File: config.mk
export PLATFORM = sky130hd
export DESIGN_NAME = cadss_bus_arbiter
export DESIGN_NICKNAME = d
export VERILOG_FILES = /design/src/rtl/cadss_bus_pkg.sv /design/src/rtl/cadss_req_fifo.sv /design/src/rtl/cadss_bus_arbiter.sv
export SDC_FILE = /design/constraint.sdc
export NUM_CORES = 1
export LEC_CHECK = 0
export ABC_AREA = 1
export BUFFER_PORTS_ARGS = -buffer_cell sky130_fd_sc_hd__buf_2
export CELL_PAD_IN_SITES_DETAIL_PLACEMENT = 0
export CELL_PAD_IN_SITES_GLOBAL_PLACEMENT = 1
export CORE_MARGIN = 2
export CORE_UTILIZATION = 51
export DETAILED_ROUTE_END_ITERATION = 10
export PLACE_DENSITY_LB_ADDON = 0.1
export SYNTH_ARGS = -nofsm -noshare
export SYNTH_HDL_FRONTEND = slang
export SYNTH_SLANG_ARGS = --single-unit
File: constraint.sdc
create_clock -name clk -period 4.5 [get_ports clk]
set_input_delay 0.9 -clock clk [delete_from_list [all_inputs] [get_ports clk]]
set_output_delay 0.9 -clock clk [all_outputs]
set_load 0.005 [all_outputs]
File: src/rtl/cadss_bus_pkg.sv
// Shared types for the CADSS snooping bus arbiter.
// Bus opcodes, queued request payload and arbiter FSM states.
package cadss_bus_pkg;

    // Widest request address a queue entry can carry
    localparam int BUS_ADDR_W = 64;

    typedef enum logic [1:0] {
        BUS_RD   = 2'd0,
        BUS_RDX  = 2'd1,
        BUS_UPGR = 2'd2
    } bus_op_t;

    typedef struct packed {
        bus_op_t                 op;
        logic [BUS_ADDR_W-1:0]   addr;
    } bus_req_t;

    typedef enum logic [1:0] {
        ST_IDLE  = 2'd0,
        ST_SNOOP = 2'd1,
        ST_RESP  = 2'd2
    } arb_state_t;

endpackage

File: src/rtl/cadss_req_fifo.sv
// Per-channel request queue for the CADSS bus arbiter.
// Power-of-two depth, wrap-bit pointers, no push-through when full.
module cadss_req_fifo
    import cadss_bus_pkg::*;
#(
    parameter int DEPTH = 4
) (
    input  logic     clk,
    input  logic     rst,
    input  logic     push,
    input  logic     pop,
    input  bus_req_t din,
    output bus_req_t dout,
    output logic     full,
    output logic     empty
);

    localparam int AW = $clog2(DEPTH);

    bus_req_t       mem [DEPTH];
    logic [AW:0]    wr_ptr;
    logic [AW:0]    rd_ptr;
    logic           do_push;
    logic           do_pop;

    assign empty   = (wr_ptr == rd_ptr);
    assign full    = (wr_ptr[AW] != rd_ptr[AW]) &&
                     (wr_ptr[AW-1:0] == rd_ptr[AW-1:0]);
    assign do_push = push && !full;
    assign do_pop  = pop && !empty;
    assign dout    = mem[rd_ptr[AW-1:0]];

    // Advance read/write pointers on accepted push and pop
    always_ff @(posedge clk) begin
        if (rst) begin
            wr_ptr <= '0;
            rd_ptr <= '0;
        end else begin
            if (do_push) wr_ptr <= wr_ptr + (AW+1)'(1);
            if (do_pop)  rd_ptr <= rd_ptr + (AW+1)'(1);
        end
    end

    // Store accepted payload at the write slot
    always_ff @(posedge clk) begin
        if (do_push) mem[wr_ptr[AW-1:0]] <= din;
    end

endmodule

File: src/rtl/cadss_bus_arbiter.sv
// Round-robin snooping bus arbiter for CADSS cache channels.
// Queues requests, broadcasts one snoop at a time, returns completion.
module cadss_bus_arbiter
    import cadss_bus_pkg::*;
#(
    parameter  int NUM_CH      = 4,
    parameter  int ADDR_W      = 32,
    parameter  int FIFO_DEPTH  = 4,
    parameter  int TIMEOUT_CYC = 64,
    localparam int CH_W = (NUM_CH > 1) ? $clog2(NUM_CH) : 1,
    localparam int TO_W = ($clog2(TIMEOUT_CYC) > 0) ?
                          $clog2(TIMEOUT_CYC) : 1
) (
    input  logic                          clk,
    input  logic                          rst_l,
    input  logic [NUM_CH-1:0]             req_valid,
    output logic [NUM_CH-1:0]             req_ready,
    input  logic [NUM_CH-1:0][1:0]        req_type,
    input  logic [NUM_CH-1:0][ADDR_W-1:0] req_addr,
    output logic                          snp_valid,
    output logic [1:0]                    snp_type,
    output logic [ADDR_W-1:0]             snp_addr,
    output logic [CH_W-1:0]               snp_src,
    input  logic [NUM_CH-1:0]             snp_ack,
    input  logic [NUM_CH-1:0]             snp_shared,
    output logic [NUM_CH-1:0]             resp_valid,
    output logic                          resp_shared,
    output logic                          resp_err,
    input  logic [NUM_CH-1:0]             resp_ready,
    output logic                          busy,
    output logic [31:0]                   txn_count
);

    arb_state_t           state_q;
    arb_state_t           state_d;

    bus_req_t             head [NUM_CH];
    logic [NUM_CH-1:0]    q_full;
    logic [NUM_CH-1:0]    q_empty;
    logic [NUM_CH-1:0]    q_pop;

    logic [CH_W-1:0]      rr_q;
    logic [CH_W-1:0]      gnt_idx;
    logic [CH_W-1:0]      cand;
    logic                 gnt_found;

    logic [CH_W-1:0]      src_q;
    bus_op_t              op_q;
    logic [ADDR_W-1:0]    addr_q;
    logic [NUM_CH-1:0]    ack_q;
    logic                 shr_q;
    logic                 err_q;
    logic [TO_W-1:0]      tmo_q;

    logic [NUM_CH-1:0]    src_mask;
    logic [NUM_CH-1:0]    ack_now;
    logic [NUM_CH-1:0]    ack_all;
    logic                 shr_now;
    logic                 snp_done;
    logic                 snp_tmo;

    for (genvar g = 0; g < NUM_CH; g++) begin : g_ch
        bus_req_t pkt;
        logic     unused_addr;

        // Widen the channel request into the queue payload format
        always_comb begin
            pkt                  = '0;
            pkt.op               = bus_op_t'(req_type[g]);
            pkt.addr[ADDR_W-1:0] = req_addr[g];
        end

        assign unused_addr  = ^head[g].addr;
        assign req_ready[g] = !q_full[g];

        cadss_req_fifo #(
            .DEPTH (FIFO_DEPTH)
        ) u_fifo (
            .clk   (clk),
            .rst   (rst_l),
            .push  (req_valid[g]),
            .pop   (q_pop[g]),
            .din   (pkt),
            .dout  (head[g]),
            .full  (q_full[g]),
            .empty (q_empty[g])
        );
    end

    // Pick the first non-empty queue at or after the round-robin pointer
    always_comb begin
        gnt_found = 1'b0;
        gnt_idx   = '0;
        cand      = '0;
        for (int k = 0; k < NUM_CH; k++) begin
            cand = CH_W'((int'(rr_q) + k) % NUM_CH);
            if (!gnt_found && !q_empty[cand]) begin
                gnt_found = 1'b1;
                gnt_idx   = cand;
            end
        end
    end

    // Snoop completion: every channel except the originator has acked
    always_comb begin
        src_mask = NUM_CH'(1) << src_q;
        ack_now  = snp_ack & ~src_mask;
        ack_all  = ack_q | ack_now;
        shr_now  = |(snp_shared & ack_now);
        snp_done = &(ack_all | src_mask);
        snp_tmo  = (tmo_q == TO_W'(TIMEOUT_CYC - 1)) && !snp_done;
    end

    // Next-state and queue pop decode
    always_comb begin
        state_d = state_q;
        q_pop   = '0;
        case (state_q)
            ST_IDLE: begin
                if (gnt_found) begin
                    state_d = ST_SNOOP;
                    q_pop   = NUM_CH'(1) << gnt_idx;
                end
            end
            ST_SNOOP: begin
                if (snp_done || snp_tmo) state_d = ST_RESP;
            end
            ST_RESP: begin
                if (resp_ready[src_q]) state_d = ST_IDLE;
            end
            default: state_d = ST_IDLE;
        endcase
    end

    // Arbiter state register
    always_ff @(posedge clk) begin
        if (rst_l) state_q <= ST_IDLE;
        else       state_q <= state_d;
    end

    // Capture granted request, collect acks and run the timeout
    always_ff @(posedge clk) begin
        if (rst_l) begin
            rr_q   <= '0;
            src_q  <= '0;
            op_q   <= BUS_RD;
            addr_q <= '0;
            ack_q  <= '0;
            shr_q  <= 1'b0;
            err_q  <= 1'b0;
            tmo_q  <= '0;
        end else begin
            case (state_q)
                ST_IDLE: begin
                    if (gnt_found) begin
                        src_q  <= gnt_idx;
                        op_q   <= head[gnt_idx].op;
                        addr_q <= head[gnt_idx].addr[ADDR_W-1:0];
                        rr_q   <= (gnt_idx == CH_W'(NUM_CH - 1)) ?
                                  '0 : gnt_idx + CH_W'(1);
                        ack_q  <= '0;
                        shr_q  <= 1'b0;
                        err_q  <= 1'b0;
                        tmo_q  <= '0;
                    end
                end
                ST_SNOOP: begin
                    ack_q <= ack_all;
                    tmo_q <= tmo_q + TO_W'(1);
                    err_q <= snp_tmo;
                    shr_q <= snp_tmo ? 1'b0 : (shr_q | shr_now);
                end
                default: ;
            endcase
        end
    end

    // Count completion handshakes
    always_ff @(posedge clk) begin
        if (rst_l) begin
            txn_count <= '0;
        end else if (state_q == ST_RESP && resp_ready[src_q]) begin
            txn_count <= txn_count + 32'd1;
        end
    end

    assign snp_valid   = (state_q == ST_SNOOP);
    assign snp_type    = op_q;
    assign snp_addr    = addr_q;
    assign snp_src     = src_q;
    assign resp_valid  = (state_q == ST_RESP) ? src_mask : '0;
    assign resp_shared = (state_q == ST_RESP) && shr_q;
    assign resp_err    = (state_q == ST_RESP) && err_q;
    assign busy        = (state_q != ST_IDLE);

endmodule

---- Word-level counts from Yosys, hierarchy flattened ----
Memories as Yosys holds them, arrays and structs flattened. A register that Yosys moved wholly into a read port is not among the register bits.
Index checks and enable logic that the tools add are counted.
word-level totals
  bits in writable memories ............... 544
  memories kept ........................... 4
  flip-flop bits (word level) ............. 108
  output and inout port bits .............. 80
  logic and storage cells ................. 165
  input port bits ......................... 154
operators by class
  reduce and logical (&&, ||, !) cells .... 42
  muxes and demuxes ....................... 53
  shift operators ......................... 2
  add/sub/neg operators ................... 14
  equality and inequality tests ........... 19
  bitwise logic cells ..................... 7
  $lt $le $gt $ge ......................... 6
memories
  name                words  bits a word  read ports  clocked after memory_dff  wr ports  line                  text
  g_ch[0].u_fifo.mem  4      34           1           1                         1         cadss_req_fifo.sv:20  bus_req_t mem [DEPTH];
  g_ch[1].u_fifo.mem  4      34           1           1                         1         cadss_req_fifo.sv:20
  g_ch[2].u_fifo.mem  4      34           1           1                         1         cadss_req_fifo.sv:20
  g_ch[3].u_fifo.mem  4      34           1           1                         1         cadss_req_fifo.sv:20
operator list
  kind                     count
  $bmux W66 S2             1
  $mux W66                 2
  $add A32 B1 Y32 const B  1
  $mux W2                  16
  $add A3 B1 Y3 const B    8
  $logic_and A1 B1 Y1      19
  $mux W1                  19
  $mux W4                  4
  $lt A2 B3 Y1 const B     5
  $logic_not A1 Y1         14
  $eq A3 B3 Y1             4
  $pmux W6 S2              1
  $bmux W1 S2              5
  $and A4 B4 Y4            2
  $eq A2 B2 Y1             4
  $or A4 B4 Y4             2
  $pmux W4 S2              1
  $shl A1 B2 Y4 const A    2
  $add A6 B1 Y6 const B    1
  $eq A6 B6 Y1 const B     1
  $mux W6                  1
  $pmux W2 S3              1
  $add A2 B1 Y2 const B    2
  $add A2 B2 Y2 const B    2
  17 further kinds         25

---- Logic depth before layout (Yosys ltp) ----
Gate-level depths: netlist (run 1).
  word-level depth ........................ 18
  mapped depth ............................ 19
  depth with buffers taken out ............ 18

---- Modules after synthesis ----
From an unflattened synthesis (run 1), not the netlist that was laid out.
unflattened totals
  cell total of the unflattened synthesis .. 3828
  area, all modules ....................... 49087.1 um2
by module, submodules not included
  module                               area an instance (um2)  cells each  sequential area each (um2)  instances
  cadss_req_fifo (g_ch[0].u_fifo ...)  10864.2                 713         8087.8                      3
  cadss_req_fifo (g_ch[2].u_fifo)      10857.9                 712         8087.8                      1
  cadss_bus_arbiter                    5636.7                  977         1681.6                      1

---- Worst setup path after synthesis (run 1) ----
No wires, ideal clock.
  path kind ............................... input-to-reg
  from .................................... input req_valid[3]
  to ...................................... memory g_ch[3].u_fifo.mem[3][0] in the netlist's numbering, enable pin
  arrival ................................. 2.540 ns
  required time ........................... 4.072 ns
  path buffers ............................ 0
  cell stages on the path ................. 2
  setup time .............................. 0.428 ns
  slack ................................... 1.532 ns
  path through ............................ nand2_1 nor2_1
on the way
  cells in the longest elaborated chain, start to end .. 3
RTL lines
  what                           line                     text
  from (decl)                    cadss_bus_arbiter.sv:16  input logic [NUM_CH-1:0] req_valid,
  $logic_and A1 B1 Y1            cadss_req_fifo.sv:29     assign do_push = push && !full;
  $mux W1                        cadss_req_fifo.sv:46     if (do_push) mem[wr_ptr[AW-1:0]] <= din;
  $mux W1 (implied by the code)  cadss_req_fifo.sv:46
  to (decl)                      cadss_req_fifo.sv:20
No other way between the ends.

---- Worst setup path after layout (run 1) ----
  from .................................... register rr_q[0]
  to ...................................... register g_ch[0].u_fifo.rd_ptr[0]
on the way
  cells in the longest elaborated chain, start to end .. 16
  elaborated cells on any way between the ends .. 31
  classes of those cells .................. add/sub (3); shift (1); mux (18); reduce/logical (9)
RTL lines
  what                           line                      text
  from (decl)                    cadss_bus_arbiter.sv:42   logic [CH_W-1:0] rr_q;
  from (signal assigned)         cadss_bus_arbiter.sv:159  rr_q <= (gnt_idx == CH_W'(NUM_CH - 1)) ?
  $add A2 B1 Y2                  cadss_bus_arbiter.sv:96   cand = CH_W'((int'(rr_q) + k) % NUM_CH);
  $bmux W1 S2                    cadss_bus_arbiter.sv:97   if (!gnt_found && !q_empty[cand]) begin
  $mux W1 (implied by the code)  cadss_bus_arbiter.sv:97
  $logic_not A1 Y1               cadss_bus_arbiter.sv:97
  $logic_and A1 B1 Y1            cadss_bus_arbiter.sv:97
  $mux W1                        cadss_bus_arbiter.sv:97
  $logic_not A1 Y1               cadss_bus_arbiter.sv:97
  $logic_and A1 B1 Y1            cadss_bus_arbiter.sv:97
  $mux W1                        cadss_bus_arbiter.sv:97
  $logic_not A1 Y1               cadss_bus_arbiter.sv:97
  $logic_and A1 B1 Y1            cadss_bus_arbiter.sv:97
  $mux W2                        cadss_bus_arbiter.sv:97
  $shl A1 B2 Y4                  cadss_bus_arbiter.sv:122  q_pop = NUM_CH'(1) << gnt_idx;
  $mux W4 (*)                    cadss_bus_arbiter.sv:120  if (gnt_found) begin
  $mux W4 (*)                    cadss_bus_arbiter.sv:118  case (state_q)
  $logic_and A1 B1 Y1 (*)        cadss_req_fifo.sv:30      assign do_pop = pop && !empty;
  to (signal assigned)           cadss_req_fifo.sv:40      if (do_pop) rd_ptr <= rd_ptr + (AW+1)'(1);
  to (decl)                      cadss_req_fifo.sv:22      logic [AW:0] rd_ptr;
Mark *: on every way between the ends. The rest lies on a longest branch, timed or not. The select of a mux whose other input is x is not followed.
A chain may end at the register's enable or synchronous reset.

==> results by group, run 1 <==
Worst setup path
  • CP Launch Type: flip-flop
  • Critical Path Start: rr_q[0]
  • Setup crit end kind: flip-flop
  • Worst-path maximum fanout: roughly 40
  • Register-to-Register Path Depth: 13
  • Worst EP arrival: 4.09 ns
  • Critical R2R Launch: rr_q[0]
  • Worst EP required: roughly 5 ns
  • Setup CP Type: flip-flop to flip-flop

Layout
  • Nets@finish: approximately 2700
  • Layout cells sized above 1: 16.21%
  • FILL cells: ~4300
  • Syn-to-layout area delta: 14.98%
  • Post-route insts no fill: 3311
  • Final instance area: a little over 0.03 sq mm

Routing
  • Antenna-violating nets left: 0
  • Avg WL per Cell: around 21 um
  • Drc violations: 0
  • 1st-iter DRT viols: 1655
  • Vias: roughly 18000
  • Wirelength, routed: between 60000 and 70000 um
  • Vias/cell: about 5.6
  • Detailed Routing Iterations Pass 1: 5

Yosys
  • Yosys warns: 0
  • Adder-Cell Fraction of Synth Area: 1.069%
  • Largest family of logic cells by synthesized area: simple AND/OR/NAND/NOR gates
  • Xor/xnor cell area share of the yosys netlist: less than 1%
  • EDFF count, synth: about 540
  • Cell count after synthesis: approximately 2400
  • Dominant synthesized flop cell: edfxtp_1
  • Post-synthesis sequential area ratio: approximately 69%
  • Post-synth cell types: 40
  • Mux cell area share after synthesis: 0%
  • Ys async rst share: 0%
  • Synthesized Nets: around 2500
  • Simple-gate share of the synthesized area: between 10% and 20%
  • Synth Register Bits: 660
  • Top-area cell type share of the netlist area: between 60% and 70%
  • Synth area leaders: edfxtp_1 61%, dfxtp_1 8.6%, nand2_1 7.8%
  • Synth Area in Compound Gates: between 10% and 20%
  • Leading area contributor after synthesis: edfxtp_1
  • Post-Synthesis Cell Area: 0.02691 sq mm
  • Mean area per synthesized cell: between 10 and 15 sq um

CTS
  • Clk root buf: clkbuf_16
  • Maximum clock path buffer count: 3
  • CTS buffer count: ~70
  • Reg clk slew, reported paths: ~0.060 ns
  • # clock sinks: 660
  • Hold buffer count at cts: 0
  • Post-CTS setup buffer count: 0
  • Worst skew pair latency: around 0.6 ns
  • H-Tree Depth: 3
  • Post-CTS Resized: 0
  • CTS tree: yes

STA
  • Crit share post-route: roughly four fifths
  • Clock skew: slightly below 0.02 ns
  • Final Critical Period: 3.632 ns
  • Final setup TNS: 0 ns
  • Setup violators final: 0
  • Max_slew headroom: between 10% and 20%
  • Final Max Tran Viols: 0
  • Slew @ Worst Pin: ~1.2 ns
  • RSZ-0062 raised after global routing: false
  • Final hold vios: 0
  • Max Freq: between 0.2 and 0.3 GHz

GRT
  • Total gr overflow: 0
  • Initial antenna violation count: 12
  • First-pass GRT wire length: about 100000 um
  • Total track usage: 25.19%
  • Largest net degree at the start of global routing: 77
  • Vias in the first global route: 17410

Place
  • Routability-driven placement congestion ratio: approximately 0.88
  • Dpl cells: ~3200
  • I/O Buffers: approximately 230
  • Area after DPL: approximately 0.029 sq mm
  • Placed wire-length estimate: 45240 um

Die
  • Die Y: around 230 um
  • Top-level I/O count: 234
  • FP Rows: 84
  • Initial core utilization: 51.42%
  • Core Area: roughly 0.052 sq mm
  • DIE AREA: approximately 0.055 sq mm
  • Width of the die: 233.7 um

Pwr
  • Static Leak: 11.52 nW
  • Power density over the cells: roughly 600 mW/mm^2
  • Peak supply drop: ~460 uV

Min path
  • Hold path depth: 2
  • HP Class: flip-flop to flip-flop
  • HP Start: tmo_q[5]

Run
  • Max-capacitance violation count: 0

Outcome
  • Outcome: finished, final reports clean
-- synth_stat cells, types with 23 or more instances --
cell      count
o21ai_1      28
nor2_1      208
clkbuf_1    104
edfxtp_1    544
nand3_1     108
ha_1         23
inv_1        92
dfxtp_1     116
nor3_1       23
o22ai_1      34
nand2_1     558
o21ai_0     145
a21oi_1     166
a32o_1      102
-- registers in the layout, summed over array words and instances, names as in the netlist, 4 cells and up, named ones only --
name,cells
snp_addr,32
g_ch.u_fifo.rd_ptr,12
g_ch.u_fifo.mem,544
tmo_q,6
ack_q,4
txn_count,32
g_ch.u_fifo.wr_ptr,12
-- area by class of cell --
| cell class | instances | area, sq um | share of cell area [%] |
|---|---|---|---|
| Clock inverter | 36 | 389.1 | 1.257 |
| Sequential cell | 660 | 18670 | 60.32 |
| Antenna cell | 7 | 17.52 | 0.05661 |
| Clock buffer | 85 | 1882 | 6.081 |
| Timing Repair Buffer | 263 | 1391 | 4.496 |
| Multi-Input combinational cell | 1462 | 7326 | 23.67 |
| Inverter | 110 | 412.9 | 1.334 |
| Tap cell | 688 | 860.8 | 2.782 |
-- worst paths after layout --
path / to / slack, ns
max: g_ch[0].u_fifo.rd_ptr[0] / 0.87
min reg2reg: tmo_q[5] / 0.46
min: tmo_q[5] / 0.46
max reg2reg: g_ch[0].u_fifo.rd_ptr[0] / 0.87
-- metal layers --
layer	GRT usage, %	wire length (um)
met5	0	70
met4	9.889	2158
met3	5.139	4829
met2	37.29	30530
met1	36.65	31470
-- metrics by stage --
step | hold WS [ns] | util (%) | power (mW) | worst slack (ns)
after floorplan | 0.4409 | - | 11.31 | 1.532
after global placement | 0.4477 | 54.75 | 13.13 | 1.024
after detailed placement | 0.4572 | 54.75 | 13.25 | 0.9078
after CTS | 0.4661 | 59.09 | 18.94 | 0.8863
after global routing | 0.4839 | 59.11 | 19.82 | 0.4686
final | 0.4630 | 59.12 | 18.85 | 0.8676
-- kinds of logic after synthesis --
group	Yosys count
AOI/OAI and AO/OA	487
xor gates and xnor gates	11
adders and majority gates	23
buffers and inverters	245
DFF	660
and+or+nand+nor	941
-- cell usage in the layout, fill, tap and decap left out, drive strengths merged, types with 2 or more instances in the layout --
cell / Yosys / routed
xor2: 8 / 8
nand3: 113 / 113
bufinv: 0 / 8
clkinvlp: 0 / 4
clkbuf: 104 / 85
xnor2: 3 / 3
nand2: 564 / 564
nor3: 23 / 23
nor2: 211 / 211
a32o: 102 / 102
clkinv: 0 / 23
o31ai: 2 / 2
buf: 31 / 263
diode: 0 / 7
o21a: 4 / 4
o21ai: 173 / 173
edfxtp: 544 / 544
and3: 2 / 2
ha: 23 / 23
dfxtp: 116 / 116
inv: 110 / 111
nand4: 19 / 19
a21oi: 167 / 167
nor4: 5 / 5
o22ai: 34 / 34
nor3b: 4 / 4
-- power breakdown --
group / switching, mW / internal (mW) / leakage [nW]
Combinational: 4.09 / 1.66 / 4.46
Sequential: 0.331 / 7.09 / 5.95
Clock: 2.27 / 3.43 / 1.11
-- critical path: stages, from the launching register on --
cell and delay (ns):
dfxtp_1 0.66, inv_2 0.16, nand2_1 0.16, nand2_1 0.10, nand2_1 0.07, nand2_1 0.06
nand3_2 0.06, nand3_2 0.50, nand2_4 0.63, nand2_2 0.49, inv_1 0.26, nand2_1 0.12
nand2_1 0.10, a21oi_1 0.07
(Power assumes the default switching activity.)
==> inputs of run 2 (changes only) <==
Settings changed: CORE_UTILIZATION 51 to 43.
Clock period 4.5 ns to 3 ns, I/O delays scaled along.
==> run 2 against run 1 <==
Maximum frequency is 36% higher. Sequential power grew 50%. Clock power up 46%. Register-to-register slack got worse by 0.54 ns. Combinational power increased by 63%. Wire length is 7.4% higher. Cell area increased by 1.6%. Non-clock buffer count grew 23. Largest cell class unchanged. Largest power group unchanged.
==> results by group, run 2 (synthesis gave the netlist of run 1 again) <==
GRT
  • First-pass GRT wire length: 109200 um (+6.7%)
  • Largest net degree at the start of global routing: 77 (unchanged)
  • Total track usage: 22.74% (-2.4 points)
  • Initial antenna violation count: 15 (+3)
  • Total gr overflow: 0 (unchanged)
  • Vias in the first global route: 17770 (+2.1%)

Worst setup path
  • Buffers plus inverters on the worst setup path: 2 (unchanged)
  • Setup crit end kind: flip-flop
  • Critical path's slowest cell: dfxtp_1
  • Critical R2R Launch: rr_q[0]
  • Setup CP Type: flip-flop to flip-flop
  • Worst EP required: 3.50 ns (-1.46 ns)
  • Critical Path Start: rr_q[0]
  • Worst EP arrival: 3.18 ns (-0.91 ns)
  • Family with the most delay on the worst path: simple AND/OR/NAND/NOR gates
  • CP Launch Type: flip-flop
  • Max incr delay on CP: 0.68 ns (+0.02 ns)
  • Most frequent cell on the critical path: nand2_1
  • R2R setup slack: 0.32 ns (-0.54 ns)
  • Worst-path maximum fanout: 27 (-34%)
  • CP Cell Sequence: inv_2 > nand2_1 > nand2_1 > nand2_1 > nand2_1 > nand3_2 > nand3_2 > nand2_4 > buf_4 > nand2_1 > nand3_1 > nand2_1 > nor2_1 > nor2_1

STA
  • RSZ-0062 raised after global routing: false
  • Setup violators final: 0 (unchanged)
  • Final hold vios: 0 (unchanged)
  • Max Freq: 0.3737 GHz (+36%)
  • Clock skew: 0.02479 ns (+0.005062 ns)
  • Final Max Tran Viols: 0 (unchanged)
  • Final setup TNS: 0 ns (unchanged)
  • Max_slew headroom: 48.84% (+29 points)
  • Final Critical Period: 2.676 ns (-0.9562 ns)
  • Slew @ Worst Pin: 0.7675 ns (-0.4380 ns)
  • Crit share post-route: 89.21% (+8.5 points)

Pwr
  • P_int: 18.18 mW (+49%)
  • Power density over the cells: 914.6 mW/mm^2 (+50%)
  • Peak supply drop: 563.9 uV (+22%)
  • Combinational fraction of design power: 32.6% (+2.1 points)
  • Clock network power share: 28.9% (-1.3 points)
  • Sequential Power Share: 38.6% (-0.7 points)
  • Final Power: 28.75 mW (+52%)
  • Switch Pwr: 10.57 mW (+58%)
  • Static Leak: 11.66 nW (+1.2%)
  • Switching Share: 36.77% (+1.3 points)

Routing
  • Wirelength, routed: 74140 um (+7.4%)
  • Vias/cell: 5.363 (-3.8%)
  • Detailed Routing Iterations Pass 1: 6 (+1)
  • Avg WL per Cell: 21.23 um (+1.8%)
  • Vias: 18730 (+1.5%)
  • 1st-iter DRT viols: 1497 (-9.5%)
  • Antenna-violating nets left: 0 (unchanged)
  • Drc violations: 0 (unchanged)

CTS
  • Clk root buf: clkbuf_16
  • H-Tree Depth: 3 (unchanged)
  • CTS tree: yes
  • Worst skew pair latency: 0.62 ns (+0.02 ns)
  • Reg clk slew, reported paths: 0.06 ns (about the same)
  • Post-CTS setup buffer count: 0 (unchanged)
  • Post-CTS Resized: 0 (unchanged)
  • Maximum clock path buffer count: 3 (unchanged)
  • CTS buffer count: 72 (+5.9%)
  • Hold buffer count at cts: 0 (unchanged)
  • # clock sinks: 660 (unchanged)

Die
  • DIE AREA: 0.06460 sq mm (+18%)
  • Core Area: 0.06183 sq mm (+18%)
  • Top-level I/O count: 234 (unchanged)
  • Initial core utilization: 43.53% (-7.9 points)
  • Die Y: 254.2 um (+8.8%)
  • FP Rows: 91 (+8.3%)
  • Width of the die: 254.2 um (+8.8%)

Layout
  • Area of the multi-input gates: 0.007361 sq mm (+0.48%)
  • Layout cells sized above 1: 16.73% (+0.52 points)
  • Largest register FFs: 544 (unchanged)
  • Syn-to-layout area delta: 16.79%
  • FILL cells: 5500 (+28%)
  • Commonest non-fill, non-tap cell in the layout: nand2_1
  • Register Area: 0.01867 sq mm (unchanged)
  • Post-route insts no fill: 3492 (+5.5%)
  • Most frequent cells in the layout: 558 x nand2_1, 544 x edfxtp_1, 233 x buf_2, 192 x nor2_1, 166 x a21oi_1
  • Nets@finish: 2769 (+0.98%)

Place
  • Routability-driven placement congestion ratio: 0.8839 (+0.96%)
  • Dpl cells: 3355 (+5.4%)
  • Placed wire-length estimate: 49690 um (+9.8%)
  • I/O Buffers: 233 (unchanged)

Outcome
  • Outcome: finished, final reports clean

Run
  • Max-capacitance violation count: 0 (unchanged)

Min path
  • HP Start: req_addr[121]
  • HP Class: input port to flip-flop
## run 2: power groups by stage
stage	clock (mW)	combinational, mW	sequential [mW]
2_1_floorplan	0	5.90	11.1
3_3_place_gp	0	9.29	11.3
3_5_place_dp	0	9.35	11.3
4_1_cts	8.48	9.38	11.1
5_1_grt	8.81	10.2	11.1
6_report	8.30	9.36	11.1
## run 2: final timing paths
kind | depth (start not counted) | end
setup / recovery | 14 | snp_addr[22]
hold / removal | 1 | g_ch[3].u_fifo.mem[0][25]
setup reg to reg | 14 | snp_addr[22]
hold reg to reg | 2 | tmo_q[5]
## run 2: area by class of cell
type                            count  share of cell area (%)
Clock inverter                     28                  0.6449
Tap cell                          837                   3.332
Timing Repair Buffer              286                   5.494
Inverter                          110                   1.314
Sequential cell                   660                   59.39
Multi-Input combinational cell   1462                   23.42
Antenna cell                        7                 0.05573
Clock buffer                      102                   6.354
## run 2: routing by layer
metal / GRT usage, % / vias to the layer above / part of all wire (%)
li1: - / 8922 / -
met1: 31.82 / 9180 / 44
met2: 35.67 / 481 / 47
met3: 4.583 / 123 / 6.4
met4: 7.479 / 20 / 2.3
met5: 0 / - / 0.17
## run 2: worst reg2reg max path: stages, from the launching register on
cell	delay, ns
dfxtp_1	0.68
inv_2	0.15
nand2_1	0.16
nand2_1	0.10
nand2_1	0.07
nand2_1	0.06
nand3_2	0.06
nand3_2	0.09
nand2_4	0.22
buf_4	0.33
nand2_1	0.16
nand3_1	0.18
nand2_1	0.14
nor2_1	0.11
nor2_1	0.04
## run 2: metrics by stage
step	hold slack, ns	setup WS, ns	instance area [sq um]	util, %
after floorplan	0.4409	0.2331	26910	-
after global placement	0.4503	0.3917	29210	47.25
after detailed placement	0.4568	0.3874	29210	47.25
after CTS	0.1615	0.3546	31410	50.81
after global routing	0.1806	0.1419	31420	50.82
final	0.1986	0.3238	31430	50.84
==> inputs of run 3 (changes only) <==
==> constraint.sdc (replaced) <==
create_clock -name clk -period 3 [get_ports clk]
set_input_delay 0.45 -clock clk [delete_from_list [all_inputs] [get_ports clk]]
set_output_delay 0.45 -clock clk [all_outputs]
set_load 0.005 [all_outputs]
==> run 3 against run 2 <==
Die area stayed put. Combinational power decreased by 0.4%. Largest cell class unchanged. Critical path depth did not move. Sequential cell count unchanged. Global-route usage increased by 0.23 points.
==> results by group, run 3 (synthesis gave the netlist of run 1 again) <==
STA
  • Max_slew headroom: 47.75% (-1.1 points)
  • Final hold vios: 0 (unchanged)
  • Clock skew: 0.03272 ns (+0.007925 ns)
  • Final Critical Period: 2.593 ns (-0.08273 ns)
  • Worst hold margin: 0.04428 ns (-0.1543 ns)
  • Setup violators final: 0 (unchanged)
  • Final setup TNS: 0 ns (unchanged)
  • Crit share post-route: 86.45% (-2.8 points)
  • Final Max Tran Viols: 0 (unchanged)
  • RSZ-0062 raised after global routing: false
  • Slew @ Worst Pin: 0.7838 ns (+0.01633 ns)
  • Max Freq: 0.3856 GHz (+3.2%)

Die
  • Die Y: 254.2 um (unchanged)
  • DIE AREA: 0.06460 sq mm (unchanged)
  • Initial core utilization: 43.53% (unchanged)
  • Width of the die: 254.2 um (unchanged)
  • Core Area: 0.06183 sq mm (unchanged)
  • Top-level I/O count: 234 (unchanged)
  • FP Rows: 91 (unchanged)

Place
  • I/O Buffers: 233 (unchanged)
  • Routability-driven placement congestion ratio: 0.8772 (-0.76%)
  • Placed wire-length estimate: 49850 um (+0.33%)

CTS
  • Post-CTS Resized: 0 (unchanged)
  • Maximum clock path buffer count: 3 (unchanged)
  • CTS tree: yes
  • Worst skew pair latency: 0.62 ns (about the same)
  • Hold buffer count at cts: 0 (unchanged)
  • CTS buffer count: 72 (unchanged)
  • Post-CTS setup buffer count: 0 (unchanged)
  • Reg clk slew, reported paths: 0.06 ns (about the same)
  • Clk root buf: clkbuf_16
  • # clock sinks: 660 (unchanged)
  • H-Tree Depth: 3 (unchanged)

Routing
  • Wirelength, routed: 74140 um (about the same)
  • Antenna-violating nets left: 0 (unchanged)
  • Avg WL per Cell: 21.24 um (about the same)
  • Detailed Routing Iterations Pass 1: 7 (+1)
  • Vias: 18790 (+0.32%)
  • Vias/cell: 5.381 (+0.34%)
  • 1st-iter DRT viols: 1455 (-2.8%)
  • Drc violations: 0 (unchanged)

Layout
  • Nets@finish: 2770 (+0.036%)
  • Largest register FFs: 544 (unchanged)
  • Register Area: 0.01867 sq mm (unchanged)
  • Commonest non-fill, non-tap cell in the layout: nand2_1
  • Most frequent cells in the layout: 558 x nand2_1, 544 x edfxtp_1, 233 x buf_2, 192 x nor2_1, 166 x a21oi_1
  • Layout cells sized above 1: 16.86% (+0.13 points)
  • FILL cells: 5533 (+0.60%)
  • Syn-to-layout area delta: 17.36%
  • Area of the multi-input gates: 0.007361 sq mm (unchanged)

Pwr
  • Static Leak: 11.72 nW (+0.55%)
  • Final Power: 29.21 mW (+1.6%)
  • Power density over the cells: 924.9 mW/mm^2 (+1.1%)
  • Peak supply drop: 595.7 uV (+5.6%)

GRT
  • Initial antenna violation count: 12 (-3)
  • Total track usage: 22.97% (+0.23 points)
  • Total gr overflow: 0 (unchanged)
  • Largest net degree at the start of global routing: 77 (unchanged)
  • First-pass GRT wire length: 110700 um (+1.4%)
  • Vias in the first global route: 17930 (+0.88%)

Worst setup path
  • Worst-path maximum fanout: 27 (unchanged)
  • CP Launch Type: flip-flop
  • Setup crit end kind: flip-flop
  • Worst EP arrival: 3.11 ns (-0.07 ns)
  • Setup CP Type: flip-flop to flip-flop
  • Worst EP required: 3.52 ns (+0.02 ns)

Outcome
  • Outcome: finished, final reports clean

Run
  • Max-capacitance violation count: 0 (unchanged)

Min path
  • HP Class: input port to flip-flop
-- run 3: cell count changes in the layout (fill, tap and decap cells not counted), sizes merged --
cell      change
clkbuf        +1
clkinvlp      +3
diode         -4
inv           -3
bufinv        +4
buf           +1
clkinv        -3
-- run 3: final cells by class --
type	instances	share of cell area [%]
clock inverters	29	0.8993
repair buffers	287	5.451
clock buffers	103	6.600
well taps	837	3.316
multi-input cells	1462	23.31
diodes	3	0.02377
flip-flops and latches	660	59.10
inverters	110	1.307
-- run 3: critical path: stages (launching register included) --
cell and delay, ns:
dfxtp_1 0.66, inv_2 0.14, nand2_1 0.15, nand2_1 0.11, nand2_1 0.07, nand2_1 0.06, nand3_2 0.06, nand3_2 0.09
nand2_4 0.22, buf_4 0.34, nand2_1 0.16, nand3_1 0.12, nand2_1 0.15, nor2_1 0.13, nor2_1 0.05
-- run 3: final timing paths --
path	slack, ns	cells past startpoint	endpoint	startpoint
max reg2reg	0.41	14	snp_addr[15]	rr_q[0]
min	0.04	1	g_ch[0].u_fifo.mem[1][31]	req_addr[31]
min reg2reg	0.46	2	tmo_q[3]	tmo_q[3]
max	0.41	14	snp_addr[15]	rr_q[0]
-- run 3: routing by layer --
layer	share of wire [%]	routed length [um]	GRT usage, %
met5	0.16	115	0
met4	2.6	1938	6.605
met3	5.3	3958	4.266
met2	47	34520	36.31
met1	45	33610	32.53
-- run 3: power breakdown --
part | leakage [nW] | switching (mW) | internal, mW | total, mW
Combinational | 4.63 | 6.52 | 2.79 | 9.32
Clock | 1.15 | 3.54 | 5.27 | 8.81
Sequential | 5.95 | 0.456 | 10.6 | 11.1
Total | 11.7 | 10.5 | 18.7 | 29.2
-- run 3: stage by stage --
step	utilization [%]	setup WS, ns	cell area (sq um)	instances
2_1_floorplan	-	0.2331	26910	2367
3_3_place_gp	47.24	0.4099	29210	3356
3_5_place_dp	47.24	0.4094	29210	3356
4_1_cts	51.07	0.4120	31580	3488
5_1_grt	51.08	0.06997	31580	3490
6_report	51.09	0.4065	31580	3491
